[config.mk]
export PLATFORM = sky130hd
export DESIGN_NAME = cic_interp
export DESIGN_NICKNAME = d
export VERILOG_FILES = /design/src/rtl/cic_interp.sv
export SDC_FILE = /design/constraint.sdc
export NUM_CORES = 2
export LEC_CHECK = 0
export ABC_AREA = 1
export ABC_CLOCK_PERIOD_IN_PS = 2800
export CAP_MARGIN = 20
export CORE_MARGIN = 2
export CORE_UTILIZATION = 35
export DETAILED_ROUTE_END_ITERATION = 10
export PLACE_DENSITY = 0.54
export SETUP_SLACK_MARGIN = 0.5
export SLEW_MARGIN = 10
export SYNTH_ARGS = -nofsm -noshare
export SYNTH_HDL_FRONTEND = slang
export SYNTH_SLANG_ARGS = --single-unit
[constraint.sdc]
create_clock -name osc_clk -period 2.8 [get_ports osc_clk]
set_clock_uncertainty 0.15 [all_clocks]
set_input_delay 0.56 -clock osc_clk [delete_from_list [all_inputs] [get_ports osc_clk]]
set_output_delay 0.56 -clock osc_clk [all_outputs]
set_load 0.01 [all_outputs]
[src/rtl/cic_interp.sv]
// cic_interp: five-stage CIC interpolator, 20-bit signed in at 1/R rate, 20-bit signed out every osc_clk
//   osc_clk   : sole clock, rising edge
//   rst_n     : asynchronous active-low reset
//   Gain      : output scaling, effective right shift = base_shift - Gain (clamped at 0)
//   d_in      : signed input sample
//   din_valid : d_in holds a sample
//   din_ready : one-cycle input slot strobe, once every interpolation_ratio cycles
//   d_out     : signed output sample, registered every cycle
//   underrun  : one-cycle pulse after a slot that passed without a sample
// Define CIC_INTERP_SAT_EN to saturate d_out instead of truncating to the low 20 bits.
module cic_interp #(
    parameter int width               = 60,
    parameter int interpolation_ratio = 256,
    parameter int base_shift          = 32
) (
    input  logic        osc_clk,
    input  logic        rst_n,
    input  logic [7:0]  Gain,
    input  logic [19:0] d_in,
    input  logic        din_valid,
    output logic        din_ready,
    output logic [19:0] d_out,
    output logic        underrun
);
    localparam int CW = $clog2(interpolation_ratio);

    logic [CW-1:0]          r_count;
    logic                   r_ready;
    logic                   r_under;
    logic [19:0]            r_dout;
    // r_c[0] is the captured sample x, r_c[1..5] are the comb outputs
    logic signed [width-1:0] r_c [0:5];
    logic signed [width-1:0] r_cd [0:4];
    // r_cv[k] marks the cycle in which r_c[k] holds a fresh value
    logic [5:0]             r_cv;
    logic signed [width-1:0] r_i [1:5];
    logic signed [width-1:0] w_u;
    logic [7:0]             w_shift;
    logic [19:0]            w_out;

    assign din_ready = r_ready;
    assign underrun  = r_under;
    assign d_out     = r_dout;

    always_ff @(posedge osc_clk or negedge rst_n) begin
        if (!rst_n) begin
            r_count <= '0;
            r_ready <= 1'b0;
            r_under <= 1'b0;
        end else begin
            r_count <= r_count + CW'(1);
            // registered so that din_ready is high exactly while count == R-1
            r_ready <= (r_count == CW'(interpolation_ratio - 2));
            r_under <= r_ready & ~din_valid;
        end
    end

    always_ff @(posedge osc_clk or negedge rst_n) begin
        if (!rst_n) begin
            r_cv <= '0;
            for (int k = 0; k <= 5; k++) r_c[k] <= '0;
            for (int k = 0; k <= 4; k++) r_cd[k] <= '0;
        end else begin
            r_cv <= {r_cv[4:0], r_ready};
            if (r_ready)
                r_c[0] <= din_valid ? {{(width-20){d_in[19]}}, d_in} : '0;
            for (int k = 1; k <= 5; k++) begin
                if (r_cv[k-1]) begin
                    r_c[k]    <= r_c[k-1] - r_cd[k-1];
                    r_cd[k-1] <= r_c[k-1];
                end
            end
        end
    end

    // zero-stuffing: the comb result enters the integrators for one cycle only
    assign w_u = r_cv[5] ? r_c[5] : '0;

    always_ff @(posedge osc_clk or negedge rst_n) begin
        if (!rst_n) begin
            for (int k = 1; k <= 5; k++) r_i[k] <= '0;
        end else begin
            r_i[1] <= r_i[1] + w_u;
            for (int k = 2; k <= 5; k++) r_i[k] <= r_i[k] + r_i[k-1];
        end
    end

    assign w_shift = (Gain > 8'(base_shift)) ? 8'd0 : 8'(base_shift) - Gain;

`ifdef CIC_INTERP_SAT_EN
    localparam logic signed [width-1:0] MAXV = width'(524287);
    localparam logic signed [width-1:0] MINV = -width'(524288);
    logic signed [width-1:0] w_shifted;
    assign w_shifted = r_i[5] >>> w_shift;
    assign w_out = (w_shifted > MAXV) ? 20'h7FFFF :
                   (w_shifted < MINV) ? 20'h80000 : w_shifted[19:0];
`else
    assign w_out = 20'(r_i[5] >>> w_shift);
`endif

    always_ff @(posedge osc_clk or negedge rst_n) begin
        if (!rst_n) r_dout <= '0;
        else        r_dout <= w_out;
    end
endmodule
==> key figures <==
Run status
  – Status: finished, violations left
  – Violated checks: negative setup slack

Routing
  – Average wire per standard cell: 19.1 um
  – Number of routed nets with antenna violations: 0
  – Met3 WL: 13400 um
  – Highest Signal Layer: met4
  – Wire length on met2: 130000 um
  – DR vias/cell: 5.17
  – Total wire length: 274000 um
  – DR vias: 74051
  – DRT iter0 DRCs: 5089
  – Metal1 wirelength: 124000 um
  – Drt first pass iters: 6
  – DR DRC count: 0

Logic synthesis
  – Yosys reg bits: 916
  – EDFF count, synth: 0
  – Syn Area/Cell: 6.91 um^2
  – Synth Cell Area: 71200 um^2
  – Synth Net Count: 10919
  – Post-Synth Simple-Gate Area: 26.6%
  – Top FF cell, synth: dfrtp_1
  – Mux contribution to synthesized area: 0%
  – Asr flop ratio synth: 100%
  – Adder-Cell Fraction of Synth Area: 10.5%
  – Compound-Gate Fraction of Synth Area: 16.6%
  – Fraction of synthesized cell area in xor and xnor cells: 5.18%
  – Post-Syn Instances: 10306
  – Syn. warnings: 0
  – Library cells used by synthesis: 49
  – Post-synthesis sequential area ratio: 32.2%
  – Largest family of logic cells by synthesized area: simple AND/OR/NAND/NOR gates

Clock tree
  – CTS Buf Count: 116
  – Clock Tree Root: clkbuf_16
  – CTS tree: yes
  – Clock Tree Buf Depth: 3
  – Clock transition at path regs: 0.06 ns
  – Clock latency on the worst-skew pair: 0.83 ns
  – CTS H-tree lvls: 3
  – Sink Count: 916

Setup path
  – Largest delay share family, worst path: adder cells
  – Critical path buffers and inverters: 3
  – Worst path slowest cell: fa_1
  – CP required: 3.34 ns
  – CP Cell Sequence: inv_2 > ha_4 > fa_2 > inv_2 > nand3_2 > nand2_2 > a21oi_4 > o21ai_4 > a21oi_2 > o21ai_2 > nand3_2 > nand2_4 > inv_4 > fa_1 > o21ai_1
  – Worst reg2reg startpoint: r_c[300]
  – Crit Path Class: reg2reg
  – Crit. Startpoint: r_c[300]
  – Data arrival time of the worst path: 3.37 ns
  – CP peak stage delay: 0.50 ns
  – Worst setup SP type: register
  – Kind of end point of the critical path: register
  – Max FO, Critical Path: 5

Layout
  – Number of nets in the layout: 12177
  – Share of cells above drive strength 1: 31.4%
  – Final instance area: 102000 um^2
  – Layout area overhead: 43.9%
  – Final Util: 50.7%
  – N_diodes: 0
  – Fin cells: 14337

Placed design
  – Buffers on Ports: 52
  – Detailed placement HPWL: 211000 um
  – Post-DP Area: 82900 um^2
  – Gpl congestion: 0.945
  – Placed Cells: 13758

STA
  – Hold violation total from the final report: 0
  – Worst-Margin Slew: 0.925 ns
  – Hold Slack: 0.156 ns
  – Min Tclk post-route: 2.83 ns
  – FMAX: 354 MHz
  – Final Max Slew Viols: 0
  – Final Setup Violations: 3
  – RSZ-0062 raised after global routing: true
  – Slew HR: 38.1%
  – Post-route setup slack: -0.0285 ns
  – Final Cycle Share: 101%

Floorplan
  – Die Ht: 455 um
  – Rows: 165
  – Initial core utilization: 35.2%
  – Chip Width: 455 um
  – DIE AREA: 207000 um^2
  – IO Count: 53
  – Core ar.: 202000 um^2

Flow run
  – # Max-Cap Violations: 0

Global route
  – Largest net degree at the start of global routing: 153
  – Global-route usage over all layers: 25.2%
  – Number of antenna violations at the first check in global routing: 0
  – GR Overflow Total: 0
  – Vias in the first global route: 72221
  – First-pass GRT wire length: 412000 um

Power and ir drop
  – P_int: 23300 uW
  – Combinational Power Share: 3.6%
  – Clock power frac: 53.3%
  – Seq pwr share: 43.1%
  – Net Sw Frac: 24.4%
  – Static leakage: 0.0510 uW
  – PwrDens: 301 nW/um^2
  – Net Switching: 7520 uW
  – Power, Total: 30800 uW
  – Worst vdd ir: 0.433 mV

Min path
  – Hold/Removal Path Class: in2async
[power groups by stage]
stage | Combinational (uW) | Clock [uW] | Sequential (uW)
floorplan | 325 | 0 | 13500
global placement | 1040 | 0 | 13500
detailed placement | 1040 | 0 | 13500
CTS | 1040 | 16900 | 13300
global route | 1240 | 17300 | 13300
finish | 1120 | 16400 | 13300
[synth_stat cells, drive strengths merged (2+ instances only)]
| master | count | area, um^2 |
|---|---|---|
| nand2 | 2436 | 9160 |
| inv | 1448 | 5440 |
| nor2 | 1010 | 3790 |
| o21ai | 962 | 4840 |
| dfrtp | 916 | 22900 |
| nand3 | 858 | 4310 |
| a21oi | 722 | 3620 |
| ha | 554 | 6930 |
| xor2 | 286 | 2500 |
| clkbuf | 156 | 586 |
| a31oi | 142 | 888 |
| xnor2 | 135 | 1180 |
| o21bai | 128 | 961 |
| nand4 | 95 | 594 |
| nor3 | 67 | 340 |
| a21o | 61 | 458 |
| buf | 52 | 310 |
| or2 | 42 | 263 |
| a21boi | 39 | 293 |
| nor4 | 38 | 238 |
| o211ai | 30 | 225 |
| fa | 28 | 561 |
| a221oi | 25 | 219 |
| o2111ai | 15 | 131 |
| o21a | 14 | 105 |
| and3 | 13 | 81.3 |
| nand3b | 12 | 90.1 |
| and2 | 8 | 50.1 |
| a311oi | 4 | 35.0 |
| clkinv | 3 | 11.3 |
| o31ai | 2 | 15.0 |
[routing by layer]
metal  vias up  global-route usage (%)
li1      36509                       -
met1     35581                    33.9
met2      1624                    42.2
met3       337                    3.30
met4         0                    7.01
met5         -                       0
[repair_timing]
action / 4_1_cts / 5_1_grt
setup endpoints to repair: 497 / 508
cloned: 2 / 15
resized for setup: 1171 / 1609
pin swaps: 291 / 484
hold buffers: 1 / 0
hold endpoints to repair: 167 / 0
setup buffers: 157 / 185
[placed cells by master, fill, tap and decap left out, types with 74 or more instances in the layout]
cell | Yosys | layout
nor2_1 | 1009 | 785
inv_2 | 11 | 142
a31oi_1 | 142 | 115
nand2_4 | 1 | 74
xor2_1 | 286 | 279
buf_6 | 6 | 105
ha_1 | 554 | 141
a21oi_2 | 1 | 210
dfrtp_2 | 0 | 134
clkbuf_16 | 0 | 129
nand3_2 | 0 | 220
nand2_2 | 3 | 257
nand2_1 | 2432 | 2099
buf_4 | 9 | 1122
inv_1 | 1437 | 1289
a21oi_4 | 0 | 76
ha_4 | 0 | 396
dfrtp_1 | 916 | 778
a21oi_1 | 721 | 436
xnor2_1 | 135 | 133
nand4_1 | 95 | 95
o21ai_0 | 922 | 694
nand3_1 | 857 | 567
o21ai_1 | 34 | 157
o21ai_2 | 6 | 74
nor2_2 | 1 | 156
o21bai_1 | 128 | 94
[final timing paths]
kind                              endpoint  depth (start not counted)  slack [ns]
min in group osc_clk              r_c[318]                          3        0.16
worst min-delay path              d_out[2]                          2        0.16
worst max-delay path              r_c[262]                         15       -0.03
worst min register to register  r_count[3]                          1        0.33
worst max register to register    r_c[262]                         15       -0.03
max in group asynchronous         r_i[264]                          3        1.35
[state kept, by name, summed over array words and instances (netlist names)]
name and flops:
r_i 300, underrun 1, r_c 320, din_ready 1
r_count 8, r_cd 260, d_out 20, r_cv 6
[stage by stage]
step,TNS [ns],setup slack [ns]
global route,-1.36,-0.167
floorplan,0,0.0825
detailed placement,-14.76,-0.654
global placement,-14.07,-0.657
finish,-0.0670,-0.0285
CTS,0,0.00300
[logic make-up after synthesis]
family          after synthesis
xor+xnor                    421
buf+inv                    1659
compound gates             2148
flops                       916
fa+ha+maj                   582
simple gates               4580
[final cells by class]
type | count | area, um^2
clock inverters | 53 | 812
inverters | 1451 | 5520
fillers | 19489 | 99700
well taps | 2672 | 3340
multi-input cells | 7733 | 54800
repair buffers | 1346 | 11500
flip-flops and latches | 916 | 23100
clock buffers | 166 | 3340
Note: power is estimated with default switching activity, not from simulation.
